<file path="src/rtl/shiftreg_seq_ctrl.sv">
// shiftreg_seq_ctrl: load-then-shift sequencer for a mux+DFF shift register.
// Optional abort path is compiled in when SEQ_ABORT_EN is defined.
module shiftreg_seq_ctrl #(
  parameter int WIDTH = 4,
  localparam int CNT_W = $clog2(WIDTH) + 1
) (
  input  logic             clk,
  input  logic             areset_n,
  input  logic             start,
  input  logic [WIDTH-1:0] data_in,
  input  logic             fill_in,
  input  logic             hold,
`ifdef SEQ_ABORT_EN
  input  logic             abort,
  output logic             aborted,
`endif
  output logic             busy,
  output logic             ld,
  output logic             shift_ena,
  output logic [WIDTH-1:0] r_out,
  output logic             w_out,
  output logic [CNT_W-1:0] bit_cnt,
  output logic             done
);

  typedef enum logic [1:0] {
    IDLE,
    LOAD,
    SHIFT,
    DONE
  } state_t;

  localparam logic [CNT_W-1:0] LAST = CNT_W'(WIDTH);

  state_t           state;
  state_t           state_n;
  logic             busy_n;
  logic             ld_n;
  logic             se_n;
  logic             done_n;
  logic             w_n;
  logic [WIDTH-1:0] r_n;
  logic [CNT_W-1:0] cnt_n;
  logic [CNT_W-1:0] cnt_inc;
`ifdef SEQ_ABORT_EN
  logic             aborted_n;
`endif

  // count the strobe currently on the bus as completed at this edge
  assign cnt_inc = bit_cnt + {{(CNT_W-1){1'b0}}, shift_ena};

  // next state and next registered outputs
  always_comb begin
    state_n = state;
    busy_n  = 1'b0;
    ld_n    = 1'b0;
    se_n    = 1'b0;
    done_n  = 1'b0;
    r_n     = r_out;
    w_n     = w_out;
    cnt_n   = bit_cnt;
`ifdef SEQ_ABORT_EN
    aborted_n = 1'b0;
`endif
    unique case (state)
      IDLE: begin
        if (start) begin
          r_n     = data_in;
          w_n     = fill_in;
          cnt_n   = '0;
          busy_n  = 1'b1;
          ld_n    = 1'b1;
          state_n = LOAD;
        end
      end
      LOAD: begin
        busy_n  = 1'b1;
        se_n    = ~hold;
        state_n = SHIFT;
      end
      SHIFT: begin
        busy_n = 1'b1;
        cnt_n  = cnt_inc;
        if (cnt_inc == LAST) begin
          done_n  = 1'b1;
          state_n = DONE;
        end else begin
          se_n = ~hold;
        end
      end
      DONE: begin
        state_n = IDLE;
      end
      default: begin
        state_n = IDLE;
      end
    endcase
`ifdef SEQ_ABORT_EN
    if (abort && (state == LOAD || state == SHIFT)) begin
      state_n   = IDLE;
      busy_n    = 1'b0;
      ld_n      = 1'b0;
      se_n      = 1'b0;
      done_n    = 1'b0;
      cnt_n     = bit_cnt;
      aborted_n = 1'b1;
    end
`endif
  end

  // state and output registers
  always_ff @(posedge clk or negedge areset_n) begin
    if (!areset_n) begin
      state     <= IDLE;
      busy      <= 1'b0;
      ld        <= 1'b0;
      shift_ena <= 1'b0;
      done      <= 1'b0;
      r_out     <= '0;
      w_out     <= 1'b0;
      bit_cnt   <= '0;
`ifdef SEQ_ABORT_EN
      aborted   <= 1'b0;
`endif
    end else begin
      state     <= state_n;
      busy      <= busy_n;
      ld        <= ld_n;
      shift_ena <= se_n;
      done      <= done_n;
      r_out     <= r_n;
      w_out     <= w_n;
      bit_cnt   <= cnt_n;
`ifdef SEQ_ABORT_EN
      aborted   <= aborted_n;
`endif
    end
  end

endmodule
</file>
<file path="config.mk">
export PLATFORM = sky130hd
export DESIGN_NAME = shiftreg_seq_ctrl
export DESIGN_NICKNAME = d
export VERILOG_FILES = /design/src/rtl/shiftreg_seq_ctrl.sv
export SDC_FILE = /design/constraint.sdc
export NUM_CORES = 1
export LEC_CHECK = 0
export CORE_MARGIN = 2
export CORE_UTILIZATION = 47
export CTS_CLUSTER_DIAMETER = 60
export DETAILED_ROUTE_END_ITERATION = 12
export PLACE_DENSITY = 0.85
export SLEW_MARGIN = 20
export SYNTH_ARGS = -nofsm -noshare
export SYNTH_HDL_FRONTEND = slang
export SYNTH_SLANG_ARGS = --single-unit
</file>
<file path="constraint.sdc">
create_clock -name clk -period 3.8 [get_ports clk]
set_clock_uncertainty 0.1 [all_clocks]
set_input_delay 1.14 -clock clk [delete_from_list [all_inputs] [get_ports clk]]
set_output_delay 1.14 -clock clk [all_outputs]
set_load 0.01 [all_outputs]
</file>
Word-level counts from Yosys, hierarchy flattened
Cells that the tools add are included.
- flip-flop bits (word level): 14
- bits of input ports: 9
- output and inout bits: 12
- word-level logic and storage cells: 34
- add/subtract/negate cells: 1
- equal/unequal tests: 6
- multiplexer cells: 12
- bitwise operators: 1
- reduce and logical (&&, ||, !) cells: 6
- operator list (cell ; number):
    $pmux W2 S4 ; 1
    $pmux W3 S2 ; 1
    $reduce_and A2 Y1 ; 3
    $mux W1 ; 5
    $eq A2 B2 Y1 const B ; 2
    $mux W2 ; 2
    $ne A2 B2 Y1 const B ; 2
    $pmux W1 S2 ; 2
    $add A3 B1 Y3 ; 1
    $eq A3 B3 Y1 const B ; 1
    $mux W3 ; 1
    $eq A2 B1 Y1 const B ; 1
    $logic_not A2 Y1 ; 1
    $reduce_bool A2 Y1 ; 1
    $reduce_or A2 Y1 ; 1
    $not A1 Y1 ; 1

Longest topological paths before layout
- word-level depth: 4
- gate-level depth with buffers: 5
- mapped depth without buffers: 5

Worst setup path after synthesis
Ideal clock, no wire load.
- kind: input port to flip-flop
- start point: in start
- end point: reg state[1]
- setup time: 122 ps
- arrival: 1789 ps
- data required time: 3578 ps
- path slack: 1790 ps
- stages: 3
- buffers on the path: 0
- cells stage by stage: nor2b_1 or4_4 a32o_1
- longest elaborated chain between the ends: 2
- ends and longest elaborated chain (what ; RTL line ; RTL):
    from (decl) ; 9 ; input logic start,
    $ne A2 B2 Y1 (no line) ; - ;
    $reduce_and A2 Y1 (no line) ; - ;
    to (signal assigned) ; 126 ; state <= state_n;
    to (decl) ; 35 ; state_t state;
Every way passes these cells.
A chain may end at the register's enable or synchronous reset.

Worst setup path after layout
- start point: reg bit_cnt[2]
- end point: out bit_cnt[2]
- RTL lines (what ; RTL line ; RTL):
    from (decl) ; 22 ; output logic [CNT_W-1:0] bit_cnt,
    from (signal assigned) ; 133 ; bit_cnt <= cnt_n;
No word-level cell between the ends.

==> flow_summary.json <==
{
  "status": "completed",
  "crit_arrival_ns": 1.27,
  "whs_path_depth": 1,
  "min_period_over_period_pct": 65.92,
  "synthTopCellsByArea": "dfrtp_1, ha_1, mux2_2",
  "syn_avg_cell_area_um2": 12.33,
  "rr_startpoint": "bit_cnt[0]",
  "reg2reg_slack_ns": 1.91,
  "route.detailed.drc": 0,
  "syn-num-nets": 70,
  "critical_path_class": "flop to primary output",
  "synth_top_area_share_pct": 52.63,
  "drive_gt1_share_pct": 12.82,
  "placedInstanceArea_um2": 884.6,
  "ant_nets": 0,
  "drt_wl_total_um": 1230,
  "drt_first_pass_iters": 4,
  "regArea_um2": 350.3,
  "worst_slew_pin_slew_ns": 0.6122,
  "coreArea_um2": 1318,
  "ioPinCount": 21,
  "slew_headroom_pct": 59.06,
  "slowest_delay_ns": 0.56,
  "use_met3_pct": 4.348,
  "grt_pass1_vias": 497,
  "synth_area_um2": 665.6,
  "rr_worst_depth": 5,
  "n_fill_cell": 96,
  "cts_root_buf": "clkbuf_4",
  "antenna_found_initial": 0,
  "grt_setup_unrepaired": "no",
  "reg2reg_to": "state[1]",
  "timing.fmax_mhz": 399.2,
  "hold_path_end": "r_out[1]",
  "cp.required_ns": 2.56,
  "netlist_instances": 54,
  "fin_area_um2": 920.9,
  "maxCapViolations": 0,
  "start_util_pct": 50.52,
  "die_x_um": 41.64,
  "dp_hpwl_um": 952.1,
  "grt.busiest_layer": "met2",
  "crit_buf_inv": 1,
  "p_leak_nw": 0.4174,
  "cts_hold_buffers": 0,
  "vdd_drop_max_mv": 0.3854,
  "port_buffers": 20,
  "routed_via_density": 5.290,
  "die_h_um": 41.64,
  "critPathTopFamily": "buffers and inverters",
  "cts.sinks": 14,
  "hold_class": "flop to flop",
  "final_max_slew_viol_count": 0,
  "vias": 492,
  "setup_viol": 0,
  "clockBufferDepth": 2,
  "cts_tree": "done",
  "met1_usage_pct": 22.29,
  "overflow": 0,
  "numCtsBuffers": 3,
  "crit_chain": "clkdlybuf4s50_1",
  "rows": 13,
  "grt_pass1_wl_um": 2228,
  "final_hold_viol_count": 0,
  "wire_per_inst_um": 13.23,
  "grt_use_met2_pct": 25.31,
  "fp.dieArea_um2": 1733,
  "cts_resized": 0,
  "p_per_area_nw_per_um2": 729.9,
  "endpoint_kind": "primary output",
  "multiInputGateArea_um2": 296.5,
  "hold_start": "r_out[1]",
  "critical_path.max_fanout": 5,
  "yosysUniqueCellTypes": 18,
  "synth-seq-area-share_pct": 52.63,
  "cp_slowest_cell": "clkdlybuf4s50_1",
  "finalWeightedCongestion": 0.8392,
  "synth_largest_area_cell": "dfrtp_1",
  "clk_latency_ns": 0.28,
  "nets": 95,
  "tns_ns": 0,
  "htree_levels": 1,
  "cp-start-kind": "flop",
  "antenna_cells": 0,
  "fin_crit_ns": 2.505,
  "post-cts-setup-buffers": 0,
  "clk_transition_reported_paths_ns": 0.09,
  "ys_ff_latch": 14,
  "drt_iter0_drc": 9,
  "synth_warnings": 0,
  "syn2layout_area_growth_pct": 38.35,
  "grt_usage_pct": 17.24,
  "grt_max_degree": 15
}
## cells in the mapped netlist
cell      number
o31ai_1        1
a21oi_1        5
xnor2_1        1
or2b_1         1
nand2_1        1
nor4_1         1
nand2b_1       3
mux2_2         5
nor3_1         1
or4_4          1
nor2_1         1
inv_1          5
a22o_1         1
nor2b_1        1
a32o_1         3
ha_1           7
o21ai_0        2
dfrtp_1       14
## placed cells by master (no fill, tap or decap)
cell type	instances
nor4_1	1
a32o_1	3
a22o_1	1
o21ai_0	2
o31ai_1	1
dfrtp_1	14
nor3_1	1
xnor2_1	1
clkbuf_4	3
nor2_1	1
a21oi_1	5
ha_1	7
nor2b_1	1
inv_1	5
clkdlybuf4s50_1	20
nand2_1	1
clkbuf_8	1
or2b_1	1
nand2b_1	3
or4_4	1
mux2_2	5
## area by class of cell
cell class | count | area share [%]
multi-input combinational | 35 | 32.20
clock buffer | 4 | 3.940
tap | 15 | 2.038
sequential | 14 | 38.04
inverter | 5 | 2.038
timing repair buffer | 20 | 21.74
## worst reg2reg max path, stage by stage, from the launching register on
cell and delay [ns]:
dfrtp_1 0.40, ha_1 0.19, ha_1 0.22, xnor2_1 0.17, or4_4 0.49, a32o_1 0.21
## report_power, final
part	internal (W)	switching (W)
Combinational	0.000173	0.000153
Sequential	0.000207	0.0000320
Clock	0.0000583	0.0000493
## registers in the layout, summed over array words and instances, names as in the netlist
signal and count:
shift_ena 1, w_out 1, done 1, state 2, r_out 4, ld 1, bit_cnt 3, busy 1
## per-layer routing
metal / share of wire [%] / vias up
li1: - / 239
met1: 44 / 231
met2: 48 / 18
met4: 2.4 / 0
met5: 0 / -
met3: 5.7 / 4
## metrics by stage
step | instances | util (%) | hold WS [ns] | setup WS, ns | power, W
5_1_grt | 93 | 69.90 | 0.4307 | 1.232 | 0.0007239
3_3_place_gp | 89 | 67.14 | 0.3898 | 1.233 | 0.0005614
4_1_cts | 93 | 69.90 | 0.4125 | 1.279 | 0.0006800
2_1_floorplan | 54 | - | 0.4501 | 1.790 | 0.0004264
6_report | 93 | 69.90 | 0.4075 | 1.295 | 0.0006721
3_5_place_dp | 89 | 67.14 | 0.3977 | 1.204 | 0.0005689
## worst max path at each step
| stage | start | slack (ns) | depth (start not counted) | endpoint |
|---|---|---|---|---|
| floorplan | start | 1.79 | 3 | state[1] |
| global placement | start | 1.23 | 4 | state[1] |
| detailed placement | start | 1.20 | 4 | state[1] |
| CTS | bit_cnt[2] | 1.28 | 1 | bit_cnt[2] |
| global route | bit_cnt[2] | 1.23 | 1 | bit_cnt[2] |
| finish | bit_cnt[2] | 1.29 | 1 | bit_cnt[2] |
## cell families after synthesis
family          after synthesis  synth area share [%]
compound gates               12                 12.22
xor+xnor                      1                 1.316
fa+ha+maj                     7                 13.16
buf+inv                       5                 2.820
flops                        14                 52.63
mux                           5                 8.458
simple gates                 10                 9.398
No activity file was read; power rests on OpenSTA's default activity.
